File: src/rtl/asip_decode_pkg.sv
// Shared decode definitions: opcode encodings, writeback sources, FSM states
// and the decoded-control bundle produced by the opcode table.
package asip_decode_pkg;

  localparam logic [3:0] OP_NOP   = 4'h0;
  localparam logic [3:0] OP_LOAD  = 4'hC;
  localparam logic [3:0] OP_STORE = 4'hD;
  localparam logic [3:0] OP_LOADI = 4'hE;
  localparam logic [3:0] OP_RSVD  = 4'hF;

  typedef enum logic [1:0] {
    WB_ALU = 2'b00,
    WB_MEM = 2'b01,
    WB_IMM = 2'b10
  } wb_src_e;

  typedef enum logic [1:0] {
    ST_IDLE   = 2'd0,
    ST_SCALAR = 2'd1,
    ST_VECTOR = 2'd2
  } state_e;

  typedef struct packed {
    logic       mem_write;
    logic [2:0] exec_op;
    wb_src_e    wb_src;
    logic       ovr_nz;
    logic       reg_we_sc;
    logic       reg_we_vec;
    logic       is_vector;
    logic       illegal;
  } dec_ctrl_t;

  // Opcodes 1000-1011 are the vector ALU group.
  function automatic logic is_vector_op(input logic [3:0] op);
    return op[3:2] == 2'b10;
  endfunction

endpackage

File: src/rtl/decode_table.sv
// Combinational opcode-to-control lookup; no state.
module decode_table
  import asip_decode_pkg::*;
(
  input  logic [3:0] opcode,
  output dec_ctrl_t  ctrl
);

  always_comb begin
    ctrl        = '0;
    ctrl.wb_src = WB_ALU;
    case (opcode)
      OP_NOP: begin
        ctrl.exec_op = 3'b000;
      end
      OP_LOAD: begin
        ctrl.reg_we_sc = 1'b1;
        ctrl.wb_src    = WB_MEM;
      end
      OP_STORE: begin
        ctrl.mem_write = 1'b1;
      end
      OP_LOADI: begin
        ctrl.reg_we_sc = 1'b1;
        ctrl.wb_src    = WB_IMM;
      end
      OP_RSVD: begin
        ctrl.illegal = 1'b1;
      end
      default: begin
        if (is_vector_op(opcode)) begin
          ctrl.exec_op    = {1'b0, opcode[1:0]};
          ctrl.reg_we_vec = 1'b1;
          ctrl.is_vector  = 1'b1;
        end else begin
          ctrl.exec_op   = opcode[2:0];
          ctrl.reg_we_sc = 1'b1;
          ctrl.ovr_nz    = 1'b1;
        end
      end
    endcase
  end

endmodule

File: src/rtl/seq_decoder.sv
// Sequencing instruction decoder: accepts one instruction, presents one beat
// per lane group for vector ops and a single beat otherwise.
module seq_decoder
  import asip_decode_pkg::*;
#(
  parameter int INSTR_W     = 16,
  parameter int IMM_W       = 8,
  parameter int NUM_LANES   = 8,
  parameter int ISSUE_LANES = 4,
  localparam int BEATS      = NUM_LANES / ISSUE_LANES,
  localparam int LG_W       = (BEATS > 1) ? $clog2(BEATS) : 1
) (
  input  logic               clk,
  input  logic               rst,
  input  logic               flush,
  input  logic               in_valid,
  output logic               in_ready,
  input  logic [INSTR_W-1:0] instruction,
  output logic               out_valid,
  input  logic               out_ready,
  output logic               MemoryWrite,
  output logic [2:0]         ExecuteOp,
  output logic [1:0]         WriteRegFrom,
  output logic               OverwriteNZ,
  output logic [3:0]         RegToWrite,
  output logic [IMM_W-1:0]   Immediate,
  output logic               RegWriteEnSc,
  output logic               RegWriteEnVec,
  output logic [LG_W-1:0]    lane_group,
  output logic               out_last,
  output logic               illegal_instr
);

  localparam logic [LG_W-1:0] LAST_LG = LG_W'(BEATS - 1);

  logic [3:0]       opcode;
  logic [3:0]       rd;
  logic [IMM_W-1:0] imm;
  dec_ctrl_t        dec;

  assign opcode = instruction[INSTR_W-1 -: 4];
  assign rd     = instruction[INSTR_W-5 -: 4];
  assign imm    = instruction[IMM_W-1:0];

  decode_table u_decode_table (
    .opcode (opcode),
    .ctrl   (dec)
  );

  state_e           state_q, state_d;
  logic [LG_W-1:0]  lane_q, lane_d;
  logic             mem_write_q, mem_write_d;
  logic [2:0]       exec_op_q, exec_op_d;
  wb_src_e          wb_q, wb_d;
  logic             nz_q, nz_d;
  logic [3:0]       rd_q, rd_d;
  logic [IMM_W-1:0] imm_q, imm_d;
  logic             we_sc_q, we_sc_d;
  logic             we_vec_q, we_vec_d;
  logic             illegal_q, illegal_d;

  logic accept;
  logic consume;

  assign out_valid = (state_q != ST_IDLE);
  assign out_last  = (state_q == ST_SCALAR) ||
                     ((state_q == ST_VECTOR) && (lane_q == LAST_LG));
  assign in_ready  = !rst && !flush && (!out_valid || (out_ready && out_last));
  assign accept    = in_valid && in_ready;
  assign consume   = out_valid && out_ready;

  always_comb begin
    state_d     = state_q;
    lane_d      = lane_q;
    mem_write_d = mem_write_q;
    exec_op_d   = exec_op_q;
    wb_d        = wb_q;
    nz_d        = nz_q;
    rd_d        = rd_q;
    imm_d       = imm_q;
    we_sc_d     = we_sc_q;
    we_vec_d    = we_vec_q;
    illegal_d   = 1'b0;

    if (flush) begin
      state_d = ST_IDLE;
      lane_d  = '0;
    end else begin
      if (consume) begin
        if (out_last) begin
          state_d = ST_IDLE;
          lane_d  = '0;
        end else begin
          lane_d = lane_q + LG_W'(1);
        end
      end
      // A reserved opcode only raises the pulse; the held beat fields stay put.
      if (accept) begin
        if (dec.illegal) begin
          illegal_d = 1'b1;
        end else begin
          state_d     = dec.is_vector ? ST_VECTOR : ST_SCALAR;
          lane_d      = '0;
          mem_write_d = dec.mem_write;
          exec_op_d   = dec.exec_op;
          wb_d        = dec.wb_src;
          nz_d        = dec.ovr_nz;
          rd_d        = rd;
          imm_d       = imm;
          we_sc_d     = dec.reg_we_sc;
          we_vec_d    = dec.reg_we_vec;
        end
      end
    end
  end

  always_ff @(posedge clk) begin
    if (rst) begin
      state_q     <= ST_IDLE;
      lane_q      <= '0;
      mem_write_q <= 1'b0;
      exec_op_q   <= '0;
      wb_q        <= WB_ALU;
      nz_q        <= 1'b0;
      rd_q        <= '0;
      imm_q       <= '0;
      we_sc_q     <= 1'b0;
      we_vec_q    <= 1'b0;
      illegal_q   <= 1'b0;
    end else begin
      state_q     <= state_d;
      lane_q      <= lane_d;
      mem_write_q <= mem_write_d;
      exec_op_q   <= exec_op_d;
      wb_q        <= wb_d;
      nz_q        <= nz_d;
      rd_q        <= rd_d;
      imm_q       <= imm_d;
      we_sc_q     <= we_sc_d;
      we_vec_q    <= we_vec_d;
      illegal_q   <= illegal_d;
    end
  end

  assign MemoryWrite   = mem_write_q;
  assign ExecuteOp     = exec_op_q;
  assign WriteRegFrom  = wb_q;
  assign OverwriteNZ   = nz_q;
  assign RegToWrite    = rd_q;
  assign Immediate     = imm_q;
  assign RegWriteEnSc  = we_sc_q;
  assign RegWriteEnVec = we_vec_q;
  assign lane_group    = lane_q;
  assign illegal_instr = illegal_q;

endmodule
File: config.mk
export PLATFORM = sky130hd
export DESIGN_NAME = seq_decoder
export DESIGN_NICKNAME = d
export VERILOG_FILES = /design/src/rtl/asip_decode_pkg.sv /design/src/rtl/decode_table.sv /design/src/rtl/seq_decoder.sv
export SDC_FILE = /design/constraint.sdc
export NUM_CORES = 1
export LEC_CHECK = 0
export CORE_ASPECT_RATIO = 2
export CORE_MARGIN = 2
export CORE_UTILIZATION = 41
export CTS_BUF_LIST = sky130_fd_sc_hd__clkbuf_16
export DETAILED_ROUTE_END_ITERATION = 10
export GPL_TIMING_DRIVEN = 0
export HOLD_SLACK_MARGIN = 0.02
export PLACE_DENSITY_LB_ADDON = 0.2
export SYNTH_ARGS = -nofsm -noshare
export SYNTH_HDL_FRONTEND = slang
export SYNTH_HIERARCHICAL = 1
export SYNTH_SLANG_ARGS = --single-unit
File: constraint.sdc
create_clock -name clk -period 2.51 [get_ports clk]
set_input_delay 0.3765 -clock clk [delete_from_list [all_inputs] [get_ports clk]]
set_output_delay 0.3765 -clock clk [all_outputs]
set_load 0.03 [all_outputs]
==> impl_metrics.py, run 1 <==
metrics = {
    "status": {
        "status": "completed",
    },
    "critical_path": {
        "crit_buf_inv": 2,
        "crit_path_max_incr_delay_ns": 0.53,
        "slowest_stage": "clkdlybuf4s50_1",
        "path_max_fanout": 5,
        "crit_chain": "clkdlybuf4s50_1, o21ba_2, a2111oi_2, dlygate4sd2_1",
        "critPathRequiredTime_ns": 2.13,
        "arrival_ns": 1.95,
        "crit_type": "primary input to output pin",
        "cp-start-kind": "primary input",
        "end_kind": "output pin",
        "cp_top_family": "buffers and inverters",
    },
    "synth": {
        "yosys_warnings": 6,
        "async_reset_ff_share_pct": 0,
        "seq_area_frac_synth_pct": 40.5,
        "synth_fp_nets": 129,
        "synth_most_common_cell": "dfxtp_1",
        "ys.flop_type": "dfxtp_1",
        "syn_inst": 108,
        "syn_area_sq_mm": 0.00123,
        "synth_commonest_cells": "dfxtp_1 (25), mux2_4 (19), nor2b_1 (16)",
        "synth_cell_types": 35,
        "synth_seq_cells": 25,
        "synth_edf_count": 0,
        "netlist_top_cells_area": "dfxtp_1 (41%), mux2_4 (23%), nor2b_1 (8.1%), and2b_1 (3.0%), nand2b_1 (3.0%)",
        "synth_top_area_share_pct": 40.5,
        "syn_area_per_cell_sq_um": 11.4,
        "synth_top_cell_by_area": "dfxtp_1",
    },
    "routing": {
        "wl_per_cell_microns": 13.5,
        "drcViolationCount": 0,
        "via_per_inst": 5.02,
        "routed_wl_microns": 2530,
        "firstDrtPassIters": 4,
        "drt_first_iter_violations": 4,
        "dr_total_vias": 944,
        "final_antenna_net_count": 0,
    },
    "sta": {
        "tightestPinTransition_ns": 0.623,
        "final-max-slew-violation-count": 0,
        "finalSetupViolations": 0,
        "hold_viol": 0,
        "rsz0062_at_grt": "no",
        "maxSlewHeadroom_pct": 58.2,
        "max_freq_mhz": 430,
        "period_share_pct": 92.7,
        "setup_ws_ns": 0.183,
        "finClkSkew_ns": 0.00192,
        "min_period_ns": 2.33,
    },
    "finish": {
        "fillerInstances": 258,
        "fin_util_pct": 62.5,
        "drive_above_1_share_pct": 21.5,
        "n_antenna_cell": 0,
        "synthToLayoutAreaGrowth_pct": 47.1,
        "finalNetCount": 180,
    },
    "grt": {
        "gr-usage-all-layers_pct": 16.5,
        "grt_max_degree": 14,
        "grt_pass1_vias": 988,
        "antenna_found_initial": 0,
        "grt_pass1_wl_microns": 4350,
        "grt-ovfl-total": 0,
    },
    "placed_design": {
        "portBuffers": 46,
        "place_ws_ns": -0.242,
        "place_congestion": 0.672,
        "hpwl_microns": 1960,
    },
    "die": {
        "fp.coreArea_sq_mm": 0.00291,
        "chipHeight_microns": 81.6,
        "ios": 47,
        "std_cell_rows": 28,
        "dieArea_sq_mm": 0.00349,
        "initial_core_util_pct": 42.5,
        "die_w_microns": 42.8,
    },
    "cts": {
        "h-tree-depth": 1,
        "cts_buffers": 3,
        "root_buffer": "clkbuf_16",
        "numClockSinks": 25,
        "insertion_delay_ns": 0.25,
        "cts_tree": "yes",
        "clkTransAtPathRegs_ns": 0.06,
        "cts_buffer_depth": 2,
    },
    "run": {
        "drv_cap": 0,
    },
    "pwr": {
        "p_leak_nw": 0.774,
        "power.density_mw_per_mm2": 519,
        "peakVddDrop_mv": 0.330,
    },
    "worst_hold_path": {
        "hold_class": "flip-flop to flip-flop",
    },
}
layout by cell type (no fill, tap or decap), types with 2 or more instances in the layout:
cell,netlist,final
inv_1,1,2
mux2_4,19,19
clkbuf_1,2,2
nor2_1,3,3
buf_6,2,2
clkdlybuf4s50_1,0,45
nor2b_1,16,16
nand2b_1,6,6
mux2i_1,2,2
nor3b_2,2,2
clkbuf_16,0,3
and2b_1,5,5
dfxtp_1,25,25
and2_1,2,2
routing by layer:
layer  GRT usage (%)  part of all wire (%)
met5               0                     0
met4            9.69                   2.0
met3            2.42                   5.9
met2            30.6                    54
met1            16.8                    38
repair_timing:
| action | 4_1_cts | 5_1_grt |
|---|---|---|
| gates resized for setup | 1 | 1 |
| hold buffers | 0 | 0 |
| pin swaps | 0 | 0 |
| endpoints found under the setup margin | 1 | 1 |
| setup buffers | 0 | 0 |
stage by stage:
step	instance area, sq um	TNS (ns)	total power, W	hold WS (ns)	std cells
after global routing	1820	0	0.000978	0.496	188
final	1820	0	0.000943	0.476	188
after detailed placement	1730	-0.775	0.000611	0.465	184
after CTS	1810	0	0.000952	0.478	188
after global placement	1730	-0.596	0.000607	0.459	184
after floorplan	1240	0	0.000529	0.480	108
power breakdown:
part	internal, W	leakage [nW]	switching (W)	total, W
logic	0.0000988	0.529	0.0000809	0.000180
registers	0.000413	0.203	0.00000746	0.000421
clock network	0.000213	0.0423	0.000130	0.000342
tightest hold or removal path: cells and delay by family, from the launching register on:
kind,cells,cell delay (ns)
multiplexers,1,0.05
AND/OR/NAND/NOR,1,0.06
flip-flops,1,0.31
cells by family after synthesis:
| logic type | Yosys count | synth area share, % |
|---|---|---|
| AND/OR/NAND/NOR | 43 | 23.2 |
| flip-flops | 25 | 40.5 |
| multiplexers | 22 | 25.6 |
| AO/OA/AOI/OAI | 11 | 6.89 |
| buffers and inverters | 7 | 3.75 |
flip-flops by register name, indices dropped and copies added, names as in the netlist:
| signal | cells |
|---|---|
| Immediate | 8 |
| RegToWrite | 4 |
| ExecuteOp | 3 |
| WriteRegFrom | 2 |
| state_q | 2 |
| MemoryWrite | 1 |
| OverwriteNZ | 1 |
| RegWriteEnSc | 1 |
| RegWriteEnVec | 1 |
| illegal_instr | 1 |
| lane_group | 1 |
cell type report:
cell class | count | area, sq um | share of cell area, %
Sequential cell | 25 | 500 | 27.5
Multi-Input combinational cell | 76 | 694 | 38.2
Buffer | 6 | 42.5 | 2.34
Clock buffer | 3 | 75.1 | 4.13
Timing Repair Buffer | 46 | 459 | 25.3
Tap cell | 30 | 37.5 | 2.07
Inverter | 1 | 3.75 | 0.207
Clock inverter | 1 | 3.75 | 0.207
path summary, 6_finish.rpt:
check / start / endpoint / slack (ns) / depth (start not counted)
worst max-delay path: out_ready / in_ready / 0.18 / 4
worst min-delay path: Immediate[2] / Immediate[2] / 0.48 / 2
worst max register to register: state_q[1] / OverwriteNZ / 0.82 / 5
worst min register to register: Immediate[2] / Immediate[2] / 0.48 / 2
Power figures use the tool's default switching activity.
==> run 2: changes to the inputs <==
Settings changed: CAP_MARGIN set to 20.
==> results of run 2 <==
Same layout as run 1: the final DEF is identical, and so are final timing and power.
==> run 3: changes to the inputs <==
Settings changed: DONT_BUFFER_PORTS set to 1, MAX_ROUTING_LAYER set to met4.
==> run 3 against run 2 <==
  * Final area is 25% lower
  * Core utilization down 16 points
  * Worst setup slack better by 0.014 ns
  * Combinational power down 57%
  * Critical path type is now flip-flop to output pin
  * Largest cell class unchanged
  * Highest routed layer unchanged
==> impl_metrics.py, run 3 (synthesized netlist as in run 1, its figures left out) <==
metrics = {
    "grt": {
        "grt_max_degree": 14,
        "gr-usage-all-layers_pct": 14.0,
        "grt_pass1_vias": 806,
        "grt_pass1_wl_microns": 3640,
        "grt-ovfl-total": 0,
        "antenna_found_initial": 0,
    },
    "critical_path": {
        "arrival_ns": 1.94,
        "crit_path_start": "state_q[1]",
        "slowest_stage": "a2111oi_2",
        "path_max_fanout": 10,
        "r2r_start": "state_q[1]",
        "critPathRequiredTime_ns": 2.13,
        "crit_path_max_incr_delay_ns": 0.89,
        "crit_type": "flip-flop to output pin",
        "crit_chain": "clkbuf_1, o21ba_2, a2111oi_2",
        "crit_buf_inv": 1,
        "end_kind": "output pin",
        "cp-start-kind": "flip-flop",
        "cp_top_family": "compound AO/OA/AOI/OAI gates",
    },
    "sta": {
        "hold_viol": 0,
        "min_period_ns": 2.31,
        "period_share_pct": 92.1,
        "max_freq_mhz": 432,
        "finClkSkew_ns": 0.00386,
        "maxSlewHeadroom_pct": 33.9,
        "finalSetupViolations": 0,
        "final-max-slew-violation-count": 0,
        "rsz0062_at_grt": "no",
        "tns_ns": 0,
        "tightestPinTransition_ns": 0.989,
    },
    "die": {
        "die_w_microns": 42.8,
        "initial_core_util_pct": 42.5,
        "fp.coreArea_sq_mm": 0.00291,
        "std_cell_rows": 28,
        "ios": 47,
        "dieArea_sq_mm": 0.00349,
        "chipHeight_microns": 81.6,
    },
    "routing": {
        "firstDrtPassIters": 2,
        "via_per_inst": 5.45,
        "drcViolationCount": 0,
        "final_antenna_net_count": 0,
        "dr_total_vias": 774,
        "drt_first_iter_violations": 4,
        "routed_wl_microns": 2330,
        "wl_per_cell_microns": 16.4,
    },
    "pwr": {
        "pwr-share-clk_pct": 39.0,
        "power.density_mw_per_mm2": 642,
        "power.internal_w": 0.000671,
        "seq_power_share_pct": 52.1,
        "peakVddDrop_mv": 0.307,
        "p_leak_nw": 0.603,
        "switching_share_pct": 23.0,
        "p_comb_share_pct": 8.9,
        "netSwitchingPower_w": 0.000200,
    },
    "placed_design": {
        "portBuffers": 0,
        "placed_area_sq_mm": 0.00128,
        "hpwl_microns": 1800,
        "place_congestion": 0.697,
    },
    "cts": {
        "root_buffer": "clkbuf_16",
        "numClockSinks": 25,
        "h-tree-depth": 1,
        "cts.repair.resized": 0,
        "clkTransAtPathRegs_ns": 0.06,
        "postCtsSetupRepairBufs": 0,
        "hold_buffers": 0,
        "insertion_delay_ns": 0.25,
        "cts_buffer_depth": 2,
        "cts_buffers": 3,
        "cts_tree": "yes",
    },
    "finish": {
        "n_antenna_cell": 0,
        "stdcell_area_sq_mm": 0.00136,
        "synthToLayoutAreaGrowth_pct": 9.93,
        "final_cell_mix": "dfxtp_1 (25), mux2_4 (19), nor2b_1 (16)",
        "final_common_cell": "dfxtp_1",
        "multi_input_area_sq_um": 694,
        "register_area_sq_um": 500,
        "fillerInstances": 282,
        "finalNetCount": 134,
        "largest_reg_flops": 8,
        "drive_above_1_share_pct": 30.4,
    },
    "run": {
        "drv_cap": 0,
    },
    "status": {
        "status": "completed",
    },
    "worst_hold_path": {
        "hold_class": "primary input to flip-flop",
        "hp-start": "flush",
    },
}
run 3: through the flow:
stage,power [W],util [%],worst slack [ns],hold WS (ns),cells
after floorplan,0.000529,-,0.202,0.480,108
after global placement,0.000539,43.8,0.0520,0.484,138
after detailed placement,0.000542,44.0,0.481,0.501,138
after CTS,0.000883,46.7,0.200,0.229,142
after global routing,0.000904,46.7,0.101,0.222,142
final,0.000871,46.7,0.197,0.229,142
run 3: worst paths after layout:
kind / cells after the start / to / slack [ns]
worst max-delay path: 3 / in_ready / 0.20
worst min-delay path: 1 / state_q[0] / 0.23
worst max register to register: 4 / illegal_instr / 0.52
worst min register to register: 2 / state_q[0] / 0.55
run 3: final cells by class:
type	instances	area share, %
Sequential cell	25	36.9
Tap cell	30	2.76
Multi-Input combinational cell	76	51.2
Clock buffer	3	5.53
Inverter	1	0.276
Buffer	6	3.13
Clock inverter	1	0.276
run 3: power groups by stage:
stage	logic [W]	registers (W)	clock network, W
floorplan	0.0000685	0.000460	0
global placement	0.0000763	0.000463	0
detailed placement	0.0000787	0.000463	0
CTS	0.0000791	0.000455	0.000349
global route	0.0000835	0.000456	0.000365
finish	0.0000775	0.000454	0.000340
run 3: layer usage:
metal,vias to the layer above,part of all wire (%),track usage [%]
met5,-,0,-
met4,0,0.90,6.56
met3,2,8.3,3.30
met2,31,55,25.0
met1,358,36,13.9
li1,383,-,-
run 3: worst register-to-register path, cell delays in order, from the launching register on:
cell	delay [ns]
dfxtp_1	0.29
clkbuf_1	0.21
o21ba_2	0.29
a2111oi_2	0.89
and3_1	0.26
